[config.mk]
export PLATFORM = sky130hd
export DESIGN_NAME = i2c_slave_ctrl_mp_flat
export DESIGN_NICKNAME = d
export VERILOG_FILES = /design/src/rtl/i2c_slave_ctrl_mp_if.sv /design/src/rtl/i2c_slave_ctrl_mp.sv /design/src/flat_wrapper.sv
export SDC_FILE = /design/constraint.sdc
export NUM_CORES = 1
export LEC_CHECK = 0
export BUFFER_PORTS_ARGS = -buffer_cell sky130_fd_sc_hd__buf_4
export CAP_MARGIN = 20
export CORE_ASPECT_RATIO = 0.5
export CORE_UTILIZATION = 55
export DETAILED_ROUTE_END_ITERATION = 6
export HOLD_SLACK_MARGIN = 0.02
export PLACE_DENSITY = 0.82
export SLEW_MARGIN = 15
export SYNTH_ARGS = -nofsm -noshare
export SYNTH_HDL_FRONTEND = slang
export SYNTH_SLANG_ARGS = --single-unit
[constraint.sdc]
create_clock -name clk -period 2.8 [get_ports clk]
set_input_delay 0.56 -clock clk [delete_from_list [all_inputs] [get_ports clk]]
set_output_delay 0.56 -clock clk [all_outputs]
set_load 0.03 [all_outputs]
[src/rtl/i2c_slave_ctrl_mp_if.sv]
// rtl/i2c_slave_ctrl_mp_if.sv - bus-condition, shift-register and FIFO handshake bundle for i2c_slave_ctrl_mp
interface i2c_slave_ctrl_mp_if #(
  parameter int NUM_ADDR = 2,
  parameter int BCNT_W   = 8
);
  logic                   start;
  logic                   stop;
  logic                   ack_prep;
  logic                   ack_check;
  logic                   ack_done;
  logic                   SDA_sync;
  logic [7:0]             rx_byte;
  logic [10*NUM_ADDR-1:0] own_addr;
  logic [NUM_ADDR-1:0]    addr_en;
  logic [NUM_ADDR-1:0]    addr_10b;
  logic                   en_clock_stretch;
  logic                   TX_fifo_empty;
  logic                   RX_fifo_almost_full;
  logic                   rx_enable;
  logic                   tx_enable;
  logic                   load_data;
  logic [1:0]             sda_mode;
  logic                   SCL_out_slave;
  logic                   busy_slave;
  logic                   TX_read_enable_slave;
  logic                   RX_write_enable_slave;
  logic                   ack_error_set_slave;
  logic                   stretch_timeout;
  logic [2:0]             matched_idx;
  logic [BCNT_W-1:0]      byte_count;
  logic                   gc_hit;

  modport master (
    output start, stop, ack_prep, ack_check, ack_done, SDA_sync, rx_byte,
           own_addr, addr_en, addr_10b, en_clock_stretch, TX_fifo_empty, RX_fifo_almost_full,
    input  rx_enable, tx_enable, load_data, sda_mode, SCL_out_slave, busy_slave,
           TX_read_enable_slave, RX_write_enable_slave, ack_error_set_slave,
           stretch_timeout, matched_idx, byte_count, gc_hit
  );

  modport slave (
    input  start, stop, ack_prep, ack_check, ack_done, SDA_sync, rx_byte,
           own_addr, addr_en, addr_10b, en_clock_stretch, TX_fifo_empty, RX_fifo_almost_full,
    output rx_enable, tx_enable, load_data, sda_mode, SCL_out_slave, busy_slave,
           TX_read_enable_slave, RX_write_enable_slave, ack_error_set_slave,
           stretch_timeout, matched_idx, byte_count, gc_hit
  );
endinterface

[src/rtl/i2c_slave_ctrl_mp.sv]
// rtl/i2c_slave_ctrl_mp.sv - multi-address I2C slave main FSM; define GENERAL_CALL_EN to accept general call 0x00
module i2c_slave_ctrl_mp #(
  parameter int NUM_ADDR  = 2,
  parameter int STRETCH_W = 12,
  parameter int BCNT_W    = 8
) (
  input logic                clk,
  input logic                n_rst,
  i2c_slave_ctrl_mp_if.slave bus
);

  typedef enum logic [4:0] {
    IDLE, GET_A1, CHK_A1, NO_MATCH, ACK_A1, GET_A2, CHK_A2, ACK_A, TX_WAIT, TX_LOAD,
    TX_SHIFT, TX_ACKW, TX_ACKC, TX_POP, RX_WAIT, RX_SHIFT, RX_ACK, RX_NACK, RX_COMMIT
  } state_t;

  localparam logic [STRETCH_W-1:0] ST_MAX   = '1;
  localparam logic [BCNT_W-1:0]    BC_MAX   = '1;
  localparam logic [1:0]           SDA_REL  = 2'b00;
  localparam logic [1:0]           SDA_ACK  = 2'b01;
  localparam logic [1:0]           SDA_NACK = 2'b10;
  localparam logic [1:0]           SDA_TX   = 2'b11;

  state_t                state, state_prev, next_state;
  logic                  rw_q, ack_bit_q, rx_nack_q;
  logic [NUM_ADDR-1:0]   hit10_q, hit7, hit10a, hit10b;
  logic [STRETCH_W-1:0]  st_cnt;
  logic [BCNT_W-1:0]     bcnt;
  logic [2:0]            idx_q;
  logic                  gc_match;
  logic                  entry, ovr, stretching;
  logic                  rx_en_d, tx_en_d, load_d, scl_d, busy_d;
  logic                  tx_rd_d, rx_wr_d, ack_err_d, timeout_d;
  logic [1:0]            sda_d;

  function automatic logic [2:0] first_idx(input logic [NUM_ADDR-1:0] v);
    logic [2:0] r;
    r = 3'd0;
    for (int i = NUM_ADDR - 1; i >= 0; i--) begin
      if (v[i]) r = 3'(i);
    end
    return r;
  endfunction

  // first cycle in a state: FIFO pulses and byte counting fire only here
  assign entry = (state != state_prev);

  // per-slot address compare; 0x00 is reserved and never hits a 7-bit slot
  always_comb begin
    hit7   = '0;
    hit10a = '0;
    hit10b = '0;
    for (int i = 0; i < NUM_ADDR; i++) begin
      hit7[i]   = bus.addr_en[i] & ~bus.addr_10b[i] & (bus.rx_byte[7:1] != 7'd0)
                & (bus.rx_byte[7:1] == bus.own_addr[10*i +: 7]);
      hit10a[i] = bus.addr_en[i] & bus.addr_10b[i]
                & (bus.rx_byte[7:1] == {5'b11110, bus.own_addr[10*i+8 +: 2]});
      hit10b[i] = hit10_q[i] & (bus.rx_byte == bus.own_addr[10*i +: 8]);
    end
  end

`ifdef GENERAL_CALL_EN
  logic gc_q;
  assign gc_match = (bus.rx_byte == 8'h00);

  // general-call flag: set on a 0x00 address hit, dropped at the next start or back in IDLE
  always_ff @(posedge clk or negedge n_rst) begin
    if (!n_rst)                            gc_q <= 1'b0;
    else if (bus.start || state == IDLE)   gc_q <= 1'b0;
    else if (state == CHK_A1 && gc_match)  gc_q <= 1'b1;
  end
  assign bus.gc_hit = gc_q;
`else
  assign gc_match   = 1'b0;
  assign bus.gc_hit = 1'b0;
`endif

  // state register plus the previous state for entry detection
  always_ff @(posedge clk or negedge n_rst) begin
    if (!n_rst) begin
      state      <= IDLE;
      state_prev <= IDLE;
    end else begin
      state      <= next_state;
      state_prev <= state;
    end
  end

  // next state and the output decode that gets registered one clock later
  always_comb begin
    next_state = state;
    stretching = 1'b0;
    rx_en_d    = 1'b0;
    tx_en_d    = 1'b0;
    load_d     = 1'b0;
    busy_d     = (state != IDLE);
    sda_d      = SDA_REL;
    tx_rd_d    = 1'b0;
    rx_wr_d    = 1'b0;
    ack_err_d  = 1'b0;
    ovr        = bus.start | (bus.stop & (state != IDLE));
    case (state)
      IDLE: ;
      GET_A1: begin
        rx_en_d = 1'b1;
        if (bus.ack_prep) next_state = CHK_A1;
      end
      CHK_A1: begin
        if (|hit7 || gc_match) next_state = ACK_A;
        else if (|hit10a)      next_state = ACK_A1;
        else                   next_state = NO_MATCH;
      end
      NO_MATCH: begin
        sda_d = SDA_NACK;
        if (bus.ack_done) next_state = IDLE;
      end
      ACK_A1: begin
        sda_d = SDA_ACK;
        if (bus.ack_done) next_state = GET_A2;
      end
      GET_A2: begin
        rx_en_d = 1'b1;
        if (bus.ack_prep) next_state = CHK_A2;
      end
      CHK_A2: next_state = (|hit10b) ? ACK_A : NO_MATCH;
      ACK_A: begin
        sda_d = SDA_ACK;
        if (bus.ack_done) next_state = rw_q ? TX_WAIT : RX_WAIT;
      end
      TX_WAIT: begin
        if (!bus.TX_fifo_empty) next_state = TX_LOAD;
        else if (bus.en_clock_stretch) begin
          stretching = 1'b1;
          if (st_cnt == ST_MAX) next_state = IDLE;
        end
      end
      TX_LOAD: begin
        load_d     = 1'b1;
        sda_d      = SDA_ACK;
        next_state = TX_SHIFT;
      end
      TX_SHIFT: begin
        sda_d   = SDA_TX;
        tx_en_d = 1'b1;
        if (bus.ack_prep) next_state = TX_ACKW;
      end
      TX_ACKW: if (bus.ack_check) next_state = TX_ACKC;
      TX_ACKC: begin
        ack_err_d  = ack_bit_q;
        next_state = ack_bit_q ? IDLE : TX_POP;
      end
      TX_POP: begin
        tx_rd_d = entry;
        if (bus.ack_done) next_state = TX_WAIT;
      end
      RX_WAIT: begin
        if (bus.RX_fifo_almost_full && bus.en_clock_stretch) begin
          stretching = 1'b1;
          if (st_cnt == ST_MAX) next_state = IDLE;
        end else next_state = RX_SHIFT;
      end
      RX_SHIFT: begin
        rx_en_d = 1'b1;
        if (bus.ack_prep) next_state = bus.RX_fifo_almost_full ? RX_NACK : RX_ACK;
      end
      RX_ACK: begin
        sda_d      = SDA_ACK;
        next_state = RX_COMMIT;
      end
      RX_NACK: begin
        sda_d      = SDA_NACK;
        next_state = RX_COMMIT;
      end
      RX_COMMIT: begin
        sda_d   = rx_nack_q ? SDA_NACK : SDA_ACK;
        rx_wr_d = entry & ~rx_nack_q;
        if (bus.ack_done) next_state = RX_WAIT;
      end
      default: next_state = IDLE;
    endcase
    scl_d     = stretching & (st_cnt != ST_MAX);
    timeout_d = stretching & (st_cnt == ST_MAX);
    // a bus condition aborts the current step: SCL is released and no pulse goes out
    if (ovr) begin
      scl_d     = 1'b0;
      timeout_d = 1'b0;
      tx_rd_d   = 1'b0;
      rx_wr_d   = 1'b0;
      ack_err_d = 1'b0;
    end
    if (bus.start)     next_state = GET_A1;
    else if (ovr)      next_state = IDLE;
  end

  // transaction context: direction, master ACK bit, NACK path, 10-bit candidates, stretch timer
  always_ff @(posedge clk or negedge n_rst) begin
    if (!n_rst) begin
      rw_q      <= 1'b0;
      ack_bit_q <= 1'b0;
      rx_nack_q <= 1'b0;
      hit10_q   <= '0;
      st_cnt    <= '0;
    end else begin
      if (state == GET_A1)                  rw_q      <= bus.rx_byte[0];
      if (state == TX_ACKW && bus.ack_check) ack_bit_q <= bus.SDA_sync;
      if (state == RX_SHIFT)                rx_nack_q <= bus.RX_fifo_almost_full;
      if (state == CHK_A1)                  hit10_q   <= hit10a;
      if (stretching && !ovr && st_cnt != ST_MAX) st_cnt <= st_cnt + 1'b1;
      else                                        st_cnt <= '0;
    end
  end

  // matched slot and saturating count of ACKed data bytes, both restarted by start
  always_ff @(posedge clk or negedge n_rst) begin
    if (!n_rst) begin
      idx_q <= 3'd0;
      bcnt  <= '0;
    end else begin
      if (bus.start)                           idx_q <= 3'd0;
      else if (state == CHK_A1 && |hit7)       idx_q <= first_idx(hit7);
      else if (state == CHK_A1 && gc_match)    idx_q <= 3'(NUM_ADDR);
      else if (state == CHK_A2 && |hit10b)     idx_q <= first_idx(hit10b);
      if (bus.start || state == ACK_A)                    bcnt <= '0;
      else if ((tx_rd_d || rx_wr_d) && bcnt != BC_MAX)    bcnt <= bcnt + 1'b1;
    end
  end

  assign bus.matched_idx = idx_q;
  assign bus.byte_count  = bcnt;

  // registered outputs, one clock behind the state they decode
  always_ff @(posedge clk or negedge n_rst) begin
    if (!n_rst) begin
      bus.rx_enable             <= 1'b0;
      bus.tx_enable             <= 1'b0;
      bus.load_data             <= 1'b0;
      bus.sda_mode              <= SDA_REL;
      bus.SCL_out_slave         <= 1'b0;
      bus.busy_slave            <= 1'b0;
      bus.TX_read_enable_slave  <= 1'b0;
      bus.RX_write_enable_slave <= 1'b0;
      bus.ack_error_set_slave   <= 1'b0;
      bus.stretch_timeout       <= 1'b0;
    end else begin
      bus.rx_enable             <= rx_en_d;
      bus.tx_enable             <= tx_en_d;
      bus.load_data             <= load_d;
      bus.sda_mode              <= sda_d;
      bus.SCL_out_slave         <= scl_d;
      bus.busy_slave            <= busy_d;
      bus.TX_read_enable_slave  <= tx_rd_d;
      bus.RX_write_enable_slave <= rx_wr_d;
      bus.ack_error_set_slave   <= ack_err_d;
      bus.stretch_timeout       <= timeout_d;
    end
  end

endmodule

[src/flat_wrapper.sv]
// flat-port wrapper written by rule: the top's interface ports become plain ports
module i2c_slave_ctrl_mp_flat 
#(
  parameter int NUM_ADDR  = 2,
  parameter int STRETCH_W = 12,
  parameter int BCNT_W    = 8
)
  (clk, n_rst, bus_start, bus_stop, bus_ack_prep, bus_ack_check, bus_ack_done, bus_SDA_sync, bus_rx_byte, bus_own_addr, bus_addr_en, bus_addr_10b, bus_en_clock_stretch, bus_TX_fifo_empty, bus_RX_fifo_almost_full, bus_rx_enable, bus_tx_enable, bus_load_data, bus_sda_mode, bus_SCL_out_slave, bus_busy_slave, bus_TX_read_enable_slave, bus_RX_write_enable_slave, bus_ack_error_set_slave, bus_stretch_timeout, bus_matched_idx, bus_byte_count, bus_gc_hit);
  i2c_slave_ctrl_mp_if #(.NUM_ADDR(NUM_ADDR), .BCNT_W(BCNT_W)) bus_i ();
  input logic clk;
  input logic n_rst;
  input wire logic [$bits(bus_i.start)-1:0] bus_start;
  input wire logic [$bits(bus_i.stop)-1:0] bus_stop;
  input wire logic [$bits(bus_i.ack_prep)-1:0] bus_ack_prep;
  input wire logic [$bits(bus_i.ack_check)-1:0] bus_ack_check;
  input wire logic [$bits(bus_i.ack_done)-1:0] bus_ack_done;
  input wire logic [$bits(bus_i.SDA_sync)-1:0] bus_SDA_sync;
  input wire logic [$bits(bus_i.rx_byte)-1:0] bus_rx_byte;
  input wire logic [$bits(bus_i.own_addr)-1:0] bus_own_addr;
  input wire logic [$bits(bus_i.addr_en)-1:0] bus_addr_en;
  input wire logic [$bits(bus_i.addr_10b)-1:0] bus_addr_10b;
  input wire logic [$bits(bus_i.en_clock_stretch)-1:0] bus_en_clock_stretch;
  input wire logic [$bits(bus_i.TX_fifo_empty)-1:0] bus_TX_fifo_empty;
  input wire logic [$bits(bus_i.RX_fifo_almost_full)-1:0] bus_RX_fifo_almost_full;
  output wire logic [$bits(bus_i.rx_enable)-1:0] bus_rx_enable;
  output wire logic [$bits(bus_i.tx_enable)-1:0] bus_tx_enable;
  output wire logic [$bits(bus_i.load_data)-1:0] bus_load_data;
  output wire logic [$bits(bus_i.sda_mode)-1:0] bus_sda_mode;
  output wire logic [$bits(bus_i.SCL_out_slave)-1:0] bus_SCL_out_slave;
  output wire logic [$bits(bus_i.busy_slave)-1:0] bus_busy_slave;
  output wire logic [$bits(bus_i.TX_read_enable_slave)-1:0] bus_TX_read_enable_slave;
  output wire logic [$bits(bus_i.RX_write_enable_slave)-1:0] bus_RX_write_enable_slave;
  output wire logic [$bits(bus_i.ack_error_set_slave)-1:0] bus_ack_error_set_slave;
  output wire logic [$bits(bus_i.stretch_timeout)-1:0] bus_stretch_timeout;
  output wire logic [$bits(bus_i.matched_idx)-1:0] bus_matched_idx;
  output wire logic [$bits(bus_i.byte_count)-1:0] bus_byte_count;
  output wire logic [$bits(bus_i.gc_hit)-1:0] bus_gc_hit;
  assign bus_i.start = bus_start;
  assign bus_i.stop = bus_stop;
  assign bus_i.ack_prep = bus_ack_prep;
  assign bus_i.ack_check = bus_ack_check;
  assign bus_i.ack_done = bus_ack_done;
  assign bus_i.SDA_sync = bus_SDA_sync;
  assign bus_i.rx_byte = bus_rx_byte;
  assign bus_i.own_addr = bus_own_addr;
  assign bus_i.addr_en = bus_addr_en;
  assign bus_i.addr_10b = bus_addr_10b;
  assign bus_i.en_clock_stretch = bus_en_clock_stretch;
  assign bus_i.TX_fifo_empty = bus_TX_fifo_empty;
  assign bus_i.RX_fifo_almost_full = bus_RX_fifo_almost_full;
  assign bus_rx_enable = bus_i.rx_enable;
  assign bus_tx_enable = bus_i.tx_enable;
  assign bus_load_data = bus_i.load_data;
  assign bus_sda_mode = bus_i.sda_mode;
  assign bus_SCL_out_slave = bus_i.SCL_out_slave;
  assign bus_busy_slave = bus_i.busy_slave;
  assign bus_TX_read_enable_slave = bus_i.TX_read_enable_slave;
  assign bus_RX_write_enable_slave = bus_i.RX_write_enable_slave;
  assign bus_ack_error_set_slave = bus_i.ack_error_set_slave;
  assign bus_stretch_timeout = bus_i.stretch_timeout;
  assign bus_matched_idx = bus_i.matched_idx;
  assign bus_byte_count = bus_i.byte_count;
  assign bus_gc_hit = bus_i.gc_hit;
  i2c_slave_ctrl_mp #(.NUM_ADDR(NUM_ADDR), .STRETCH_W(STRETCH_W), .BCNT_W(BCNT_W)) u_core (.clk(clk), .n_rst(n_rst), .bus(bus_i));
endmodule
### Word-level counts from Yosys, hierarchy flattened

Cells that the tools add are included.

| cells by class | value |
|---|---|
| eq/ne operators | 40 |
| bitwise gates (word level) | 20 |
| reductions and logical operators | 23 |
| $add $sub $neg | 2 |
| mux-type cells | 50 |

Operators with widths:

| cell | count |
|---|---|
| $pmux W5 S18 | 1 |
| $mux W5 | 17 |
| $eq A5 B4 Y1 const B | 8 |
| $ne A4 B3 Y1 const B | 10 |
| $eq A7 B7 Y1 | 4 |
| $mux W3 | 7 |
| $eq A5 B3 Y1 const B | 4 |
| $mux W1 | 18 |
| $and A1 B1 Y1 | 16 |
| $eq A8 B8 Y1 | 2 |
| $mux W8 | 2 |
| $eq A5 B5 Y1 const B | 3 |
| $add A12 B1 Y12 const B | 1 |
| $eq A12 B12 Y1 const B | 1 |
| $mux W12 | 1 |
| $ne A12 B12 Y1 const B | 1 |
| $reduce_and A12 Y1 | 1 |
| $eq A5 B2 Y1 const B | 2 |
| $reduce_or A2 Y1 | 5 |
| $add A8 B1 Y8 const B | 1 |
| $ne A8 B8 Y1 const B | 1 |
| $pmux W2 S4 | 1 |
| $logic_and A1 B1 Y1 | 7 |
| $reduce_bool A7 Y1 | 1 |
| 17 further kinds | 20 |

| word-level totals | value |
|---|---|
| logic and storage cells | 154 |
| register bits | 49 |

### Longest topological paths before layout

Gate-level depths: netlist of the first run.

| depth | value |
|---|---|
| depth in word-level cells | 9 |
| depth in mapped cells | 9 |

### Worst setup path after synthesis of the first run

Ideal clock, no wire load.

| path | value |
|---|---|
| path kind | reg2reg |
| start point | register u_core.state[1] |
| end point | register u_core.state[0] |
| clock period less this slack | 1.985 ns |
| stages on the path, launching flop included | 9 |
| library setup time | 0.066 ns |
| data required time | 2.734 ns |
| setup slack | 0.815 ns |
| data arrival time | 1.919 ns |
| cell sequence | dfrtp_1 -> buf_4 -> nor2b_1 -> buf_2 -> nand3_1 -> nor2_1 -> o41a_4 -> nor4_4 -> a221o_1 |

| on the way | value |
|---|---|
| word-level cells in the longest chain between the ends | 5 |
| elaborated cells between the ends (all ways) | 39 |
| classes of those cells | eq/ne: 30; mux: 3; bitwise: 2; reduce/logical: 4 |

Ends and longest elaborated chain:

| what | RTL line | RTL |
|---|---|---|
| from (decl) | i2c_slave_ctrl_mp.sv:24 | `state_t state, state_prev, next_state;` |
| from (signal assigned) | i2c_slave_ctrl_mp.sv:84 | `state <= next_state;` |
| $eq A5 B5 Y1 / $reduce_bool A5 Y1 (equally long branches) | i2c_slave_ctrl_mp.sv:102, i2c_slave_ctrl_mp.sv:101 |  |
| $reduce_or A2 Y1 (no line) / $and A1 B1 Y1 (equally long branches) | - |  |
| $pmux W5 S18 / $or A1 B1 Y1 (equally long branches) | i2c_slave_ctrl_mp.sv:102, i2c_slave_ctrl_mp.sv:101 |  |
| $mux W5, or another cell as far along | i2c_slave_ctrl_mp.sv:192 | `else if (ovr) next_state = IDLE;` |
| $mux W5 / $reduce_and A12 Y1 (equally long branches) | - |  |

Several ways; a longest one is shown, not always the timed one.
A chain may end at the register's enable or synchronous reset.

### Worst setup path in the final report of the first run

| path | value |
|---|---|
| start point | register u_core.st_cnt[0] |
| end point | register u_core.state[2] |

| on the way | value |
|---|---|
| word-level cells in the longest chain between the ends | 7 |
| elaborated cells between the ends (all ways) | 8 |
| classes of those cells | eq/ne: 1; mux: 7 |

Ends and longest elaborated chain:

| what | RTL line | RTL |
|---|---|---|
| from (decl) | i2c_slave_ctrl_mp.sv:27 | `logic [STRETCH_W-1:0] st_cnt;` |
| from (signal assigned) | i2c_slave_ctrl_mp.sv:208 | `if (stretching && !ovr && st_cnt != ST_MAX) st_cnt <= st_cnt + 1'b1;` |
| $eq A12 B12 Y1 * | i2c_slave_ctrl_mp.sv:134, i2c_slave_ctrl_mp.sv:159 |  |
| $mux W5 * | - |  |
| $mux W5 (2 in series) | - |  |
| $pmux W5 S18 * | - |  |
| $mux W5 * (2 in series) | - |  |

Mark *: on every way between the ends. The rest lies on a longest branch, timed or not. The select of a mux whose other input is x is not followed.

==> out/results.tsv, run 1 <==
stage	metric	value	unit
worst_setup_path	Max stage delay on crit path	0.56	ns
clock_tree	Clk pin slew, worst setup/hold paths	0.09	ns
worst_setup_path	worst path required time	2.99	ns
logic_synthesis	largest family of logic cells by synthesized area	simple AND/OR/NAND/NOR gates	
sta	Hold Vio Cnt, Final	0	
grt	vias in the first global route	2415	
sta	min Tclk post-route	2.45	ns
min_path	Min-Delay Path Class	in2async	
sta	hold slack	0.263	ns
sta	relative slew slack	51.2	%
sta	f_max	408	MHz
clock_tree	CTS max path bufs	2	
pwr	Power Density	380	nW/µm²
logic_synthesis	Avg Synthesized Cell Area	9.11	µm²
place	cell count after placement	456	
logic_synthesis	mux cell area share after synthesis	1.78	%
clock_tree	CTS sink count	47	
sta	Worst-Margin Slew	0.732	ns
sta	fin crit share	87.4	%
logic_synthesis	XOR/XNOR Fraction of Synth Area	15.6	%
logic_synthesis	Cell Area, Synth	3090	µm²
pwr	Sw Ratio	28.2	%
final_layout	synthesis-to-layout area growth	18.1	%
die	Core ar.	5160	µm²
die	Die H	55.0	µm
pwr	Worst VDD drop	0.000208	V
drt	routed vias/inst	5.82	
logic_synthesis	Synth Area in Simple Gates	26.7	%
place	pre-CTS setup slack	0.426	ns
grt	pin count of the biggest net entering global routing	48	
logic_synthesis	Compound-Gate Fraction of Synth Area	12.2	%
sta	RSZ-0062 raised after global routing	no	
grt	GR Util met2	45.1	%
run_status	status	finished clean	
final_layout	Filler Cells Inserted	378	
place	Detail Placement HPWL	5.32	mm
pwr	Total Power	1.39	mW
grt	met3 Resource Use GR	4.45	%
drt	Residual DRC	0	
logic_synthesis	register area share after synthesis	38.1	%
drt	TritonRoute pass-1 iters	4	
logic_synthesis	post-synthesis cell type count	61	
final_layout	Layout Utilization	70.8	%
logic_synthesis	post-synth top area cell	dfrtp_1	
final_layout	non-filler cells, final	464	
clock_tree	later-pin clock latency in the skew report	0.30	ns
logic_synthesis	Syn Inst Count	339	
clock_tree	clk root buf	clkbuf_8	
place	dpl cell area	3560	µm²
die	# rows	18	
logic_synthesis	ys flop type	dfrtp_1	
place	port bufs	62	
final_layout	Diodes inserted	0	
pwr	P_sw	0.392	mW
drt	Initial DRC Count	182	
drt	final WL	7.21	mm
drt	total vias in the final route	2701	
clock_tree	Resize count post-CTS	0	
drt	drt wl/cell	15.5	µm
final_layout	Finished Cell Area	3650	µm²
sta	setup ws final	0.351	ns
final_layout	post-layout net count	438	
die	Die Span X	108	µm
worst_setup_path	Critical Path AT	2.64	ns
grt	global route overflow	0	
place	global placer's final weighted congestion	0.881	
worst_setup_path	Worst path slowest cell	nor4_1	
worst_setup_path	critical path fanouts, max	5	
die	IO Count	66	
logic_synthesis	YS warnings	0	
worst_setup_path	WS Path Type	reg2reg	
pwr	Reg power frac	51.3	%
grt	GRT met1 Usage	34.1	%
clock_tree	Post-CTS Setup Bufs	0	
grt	initial antenna violation count	0	
pwr	cell-internal power	0.996	mW
logic_synthesis	Adder-Cell Fraction of Synth Area	0.810	%
worst_setup_path	CP Cell Sequence	ha_1 -> nand2_1 -> nor4_1 -> a31oi_1 -> nor4b_1 -> nand3_1 -> a22o_1	
logic_synthesis	flops & latches, synth	47	
logic_synthesis	area fraction of the dominant cell type after synthesis	38.1	%
clock_tree	CTS Hold Buffers Added	0	
logic_synthesis	Synth area leaders	dfrtp_1 38%, xor2_1 9.1%, xnor2_1 6.5%, nor2_1 4.1%, nand2_1 3.5%	
clock_tree	CTS buffer count	5	
grt	Total GRT Usage	25.9	%
grt	gr busiest metal	met2	
clock_tree	Max H-tree Level	2	
die	die area	5940	µm²
worst_setup_path	CP endpoint kind	flip-flop	
pwr	combinational power share	20.0	%
die	Initial Utilization	59.9	%
pwr	Leak	1.62	nW
logic_synthesis	Post-synth EDFFs	0	
sta	clock skew	0.00944	ns
clock_tree	TritonCTS clock tree	done	
grt	first-pass GRT wire length	11.7	mm
pwr	power share of the clock group	28.8	%
sta	Slew Viols, Final	0	
drt	post-route ant nets	0	
sta	# setup viols final	0	
run	MaxCap Viol Count	0	
final_layout	layout cells sized above 1	22.1	%
worst_setup_path	Startpoint Class	flip-flop	
sta	Fin Setup TNS	0	ns
logic_synthesis	Post-synth ARST share	100	%
[synth_stat cells, drive strengths merged, types with 3 or more instances]
library cell	number
a21oi	11
a22o	4
a31oi	3
and2	5
and3	6
buf	10
clkbuf	13
dfrtp	47
inv	5
mux2	4
nand2	30
nand2b	3
nand3	20
nand3b	3
nand4	14
nand4b	3
nor2	35
nor2b	4
nor3	9
nor4	7
o21ai	10
or3	4
xnor2	23
xor2	32
[state kept, by name, summed over array words and instances, names as in the netlist]
| register | cells |
|---|---|
| u_core.state_prev | 5 |
| u_core.rw_q | 1 |
| u_core.bus.load_data | 1 |
| u_core.bus.rx_enable | 1 |
| u_core.bus.stretch_timeout | 1 |
| u_core.bus.ack_error_set_slave | 1 |
| u_core.bus.sda_mode | 2 |
| u_core.st_cnt | 12 |
| u_core.ack_bit_q | 1 |
| u_core.rx_nack_q | 1 |
| u_core.bus.busy_slave | 1 |
| u_core.bus.tx_enable | 1 |
| u_core.bus.SCL_out_slave | 1 |
| u_core.bus.RX_write_enable_slave | 1 |
| u_core.bus.byte_count | 8 |
| u_core.hit10_q | 2 |
| u_core.bus.matched_idx | 1 |
| u_core.state | 5 |
| u_core.bus.TX_read_enable_slave | 1 |
[layer usage]
| layer | share of wire, % | routed length, µm | up-vias |
|---|---|---|---|
| met2 | 48 | 3480 | 107 |
| met3 | 5.8 | 416 | 5 |
| li1 | - | - | 1296 |
| met4 | 0.43 | 31 | 0 |
| met5 | 0 | 0 | - |
| met1 | 45 | 3280 | 1293 |
[power groups by stage]
stage | logic, mW | registers (mW) | clock network (mW)
floorplan | 0.164 | 0.731 | 0
global placement | 0.268 | 0.725 | 0
detailed placement | 0.276 | 0.725 | 0
CTS | 0.277 | 0.712 | 0.407
global route | 0.301 | 0.715 | 0.440
finish | 0.277 | 0.712 | 0.400
[cell families (layout without fill, tap and decap cells)]
group | Yosys count | count (layout)
adders and majority gates | 2 | 2
buffers and inverters | 28 | 81
other | 1 | 3
muxes | 5 | 5
AOI/OAI and AO/OA | 49 | 49
xor gates and xnor gates | 55 | 55
and+or+nand+nor | 152 | 152
DFF | 47 | 47
[layout by cell type (no fill, tap or decap), types with 2 or more instances in the layout]
| cell | Yosys | layout |
|---|---|---|
| nor2_1 | 34 | 34 |
| conb_1 | 1 | 3 |
| o21ai_0 | 10 | 10 |
| inv_1 | 5 | 5 |
| buf_4 | 5 | 68 |
| and2_1 | 5 | 5 |
| nand4b_1 | 3 | 3 |
| nor3b_1 | 2 | 2 |
| nand4_1 | 13 | 13 |
| a21oi_1 | 11 | 11 |
| and3_1 | 6 | 6 |
| xor2_1 | 32 | 32 |
| xnor2_1 | 23 | 23 |
| a31oi_1 | 3 | 3 |
| or3_1 | 4 | 4 |
| o22a_1 | 2 | 2 |
| nand2_1 | 29 | 29 |
| nor3_1 | 8 | 8 |
| ha_1 | 2 | 2 |
| a22o_1 | 4 | 4 |
| nor2b_1 | 4 | 4 |
| nand2b_1 | 3 | 3 |
| nand3_1 | 20 | 20 |
| o31a_1 | 2 | 2 |
| mux2_2 | 4 | 4 |
| nor4_1 | 6 | 6 |
| clkbuf_8 | 0 | 5 |
| nand3b_1 | 3 | 3 |
| dfrtp_1 | 47 | 47 |
[layout make-up]
cell class / instances / area (µm²) / area share [%]
clock buffers: 6 / 72.6 / 1.99
inverters: 5 / 18.8 / 0.514
repair buffers: 68 / 510 / 14.0
multi-input cells: 266 / 1770 / 48.5
clock inverters: 2 / 12.5 / 0.343
well taps: 70 / 87.6 / 2.40
flip-flops and latches: 47 / 1180 / 32.2
[path summary, 6_finish.rpt]
path / startpoint / to / slack (ns) / depth (start not counted)
hold / removal: n_rst / u_core.bus.byte_count[2]$_DFFE_PN0P_ / 0.26 / 1
hold reg to reg: u_core.hit10_q[0]$_DFFE_PN0P_ / u_core.hit10_q[0]$_DFFE_PN0P_ / 0.48 / 2
max in group asynchronous: n_rst / u_core.state_prev[2]$_DFF_PN0_ / 2.15 / 1
setup / recovery: u_core.st_cnt[0]$_DFF_PN0_ / u_core.state[2]$_DFFE_PN0P_ / 0.35 / 7
min in group clk: u_core.hit10_q[0]$_DFFE_PN0P_ / u_core.hit10_q[0]$_DFFE_PN0P_ / 0.48 / 2
setup reg to reg: u_core.st_cnt[0]$_DFF_PN0_ / u_core.state[2]$_DFFE_PN0P_ / 0.35 / 7
[worst max-delay path, delay by kind of cell (launching register included)]
kind,cells,cell delay (ns)
AND/OR/NAND/NOR,4,1.15
flip-flops,1,0.42
AO/OA/AOI/OAI,2,0.50
adder cells (fa/ha/maj),1,0.28
Power figures use the tool's default switching activity.
==> run 2: changes to the inputs <==
- clock period: 2.8 -> 2.3 ns (I/O delays scaled with it)
==> out/results.tsv, run 2 (synthesized netlist as in run 1, its figures left out) <==
stage	metric	value	unit
die	Die Span X	108	µm
clock_tree	Max H-tree Level	2	
final_layout	most frequent cells in the layout	84 x buf_4, 45 x dfrtp_1, 34 x nor2_1	
die	Initial Utilization	59.9	%
die	Die H	55.0	µm
final_layout	Filler Cells Inserted	372	
worst_setup_path	worst path required time	2.55	ns
worst_setup_path	CP Cell Sequence	buf_4 -> nand4b_1 -> o31a_1 -> o32ai_1 -> o41a_4 -> nor4_4 -> a221o_1	
drt	total vias in the final route	2791	
pwr	Power Density	467	nW/µm²
final_layout	max FFs per register	12	
die	Core ar.	5160	µm²
clock_tree	clk root buf	clkbuf_8	
clock_tree	Clk pin slew, worst setup/hold paths	0.09	ns
final_layout	non-filler cells, final	480	
drt	final WL	7.50	mm
sta	Slew Viols, Final	0	
die	# rows	18	
final_layout	area of the multi-input gates	1770	µm²
sta	Fin Setup TNS	0	ns
final_layout	layout cells sized above 1	25.9	%
clock_tree	TritonCTS clock tree	done	
drt	Initial DRC Count	140	
drt	Residual DRC	0	
grt	pin count of the biggest net entering global routing	48	
sta	relative slew slack	60.7	%
sta	min Tclk post-route	2.19	ns
final_layout	synthesis-to-layout area growth	22.6	%
min_path	Min-Delay Path Class	in2async	
grt	first-pass GRT wire length	12.1	mm
place	port bufs	62	
clock_tree	CTS max path bufs	2	
worst_setup_path	critical path fanouts, max	10	
drt	TritonRoute pass-1 iters	5	
worst_setup_path	Max stage delay on crit path	0.52	ns
worst_setup_path	Worst path slowest cell	dfrtp_1	
run	MaxCap Viol Count	0	
pwr	Leak	1.71	nW
sta	# setup viols final	0	
worst_setup_path	Critical Path AT	2.44	ns
sta	Hold Vio Cnt, Final	0	
worst_setup_path	WS Path Type	reg2reg	
drt	drt wl/cell	15.6	µm
drt	routed vias/inst	5.81	
worst_setup_path	CP endpoint kind	flip-flop	
sta	fin crit share	95.2	%
die	IO Count	66	
grt	vias in the first global route	2567	
final_layout	most flop-heavy register	u_core.st_cnt	
place	cell count after placement	471	
worst_setup_path	FF-to-FF path depth	7	
final_layout	most common cell after layout, fill and taps aside	buf_4	
drt	post-route ant nets	0	
sta	clock skew	0.00892	ns
run_status	status	finished clean	
clock_tree	later-pin clock latency in the skew report	0.32	ns
pwr	Worst VDD drop	0.000273	V
final_layout	Storage cell area	1180	µm²
clock_tree	CTS buffer count	5	
clock_tree	CTS sink count	47	
grt	Total GRT Usage	27.1	%
place	global placer's final weighted congestion	0.878	
final_layout	post-layout net count	454	
worst_setup_path	Startpoint Class	flip-flop	
sta	f_max	457	MHz
place	Detail Placement HPWL	5.70	mm
die	die area	5940	µm²
sta	RSZ-0062 raised after global routing	no	
grt	initial antenna violation count	0	
final_layout	Diodes inserted	0	
grt	global route overflow	0	
sta	Worst-Margin Slew	0.590	ns
run 2: cell count changes in the layout (fill, tap and decap cells not counted):
| cell | previous run | this run |
|---|---|---|
| buf_4 | 68 | 84 |
| clkbuf_1 | 1 | 0 |
| clkbuf_8 | 5 | 6 |
| clkinv_2 | 1 | 0 |
| clkinv_4 | 0 | 1 |
| dfrtp_1 | 47 | 45 |
| dfrtp_2 | 0 | 2 |
run 2: layout make-up:
class / count / area share (%)
clock buffers: 6 / 2.18
clock inverters: 2 / 0.430
inverters: 5 / 0.496
multi-input cells: 266 / 46.8
flip-flops and latches: 47 / 31.1
well taps: 70 / 2.31
repair buffers: 84 / 16.7
run 2: worst max-delay path, delay by kind of cell, from the launching register on:
family / cells / cell delay [ns]
flops: 1 / 0.52
simple gates: 2 / 0.45
compound gates: 4 / 0.95
buf+inv: 1 / 0.22
run 2: where the power goes:
| group | switching (mW) | internal (mW) |
|---|---|---|
| Combinational | 0.184 | 0.157 |
| Sequential | 0.0236 | 0.851 |
| Clock | 0.306 | 0.246 |
| Total | 0.513 | 1.25 |
run 2: per-layer routing:
layer / part of all wire (%) / vias up / track usage, %
li1: - / 1331 / -
met1: 45 / 1340 / 34.8
met2: 48 / 100 / 48.3
met3: 5.3 / 20 / 4.68
met4: 1.7 / 0 / 8.22
met5: 0 / - / 0
run 2: metrics by stage:
step	total power [mW]	cell area, µm²	hold WS (ns)	utilization [%]	setup WS, ns
3_5_place_dp	1.23	3680	0.467	71.3	0.0890
5_1_grt	1.83	3790	0.196	73.4	0.0230
4_1_cts	1.77	3780	0.168	73.2	0.0849
6_report	1.77	3790	0.141	73.4	0.110
2_1_floorplan	1.09	3100	0.164	-	0.315
3_3_place_gp	1.22	3680	0.452	71.3	0.192
run 2: worst paths after layout:
| kind | start | end | slack, ns |
|---|---|---|---|
| setup / recovery | u_core.state[1]$_DFFE_PN0P_ | u_core.state[0]$_DFFE_PN0P_ | 0.11 |
| hold / removal | n_rst | u_core.rw_q$_DFFE_PN0P_ | 0.14 |
| setup reg to reg | u_core.state[1]$_DFFE_PN0P_ | u_core.state[0]$_DFFE_PN0P_ | 0.11 |
| hold reg to reg | u_core.hit10_q[0]$_DFFE_PN0P_ | u_core.hit10_q[0]$_DFFE_PN0P_ | 0.49 |
| max in group asynchronous | n_rst | u_core.state[3]$_DFFE_PN0P_ | 1.72 |
| min in group clk | bus_SDA_sync | u_core.ack_bit_q$_DFFE_PN0P_ | 0.37 |
run 2: what timing repair did:
item | 4_1_cts | 5_1_grt
resized for setup | 0 | 2
setup endpoints to repair | 0 | 14
hold buffers | 0 | 0
buffers inserted | 0 | 1
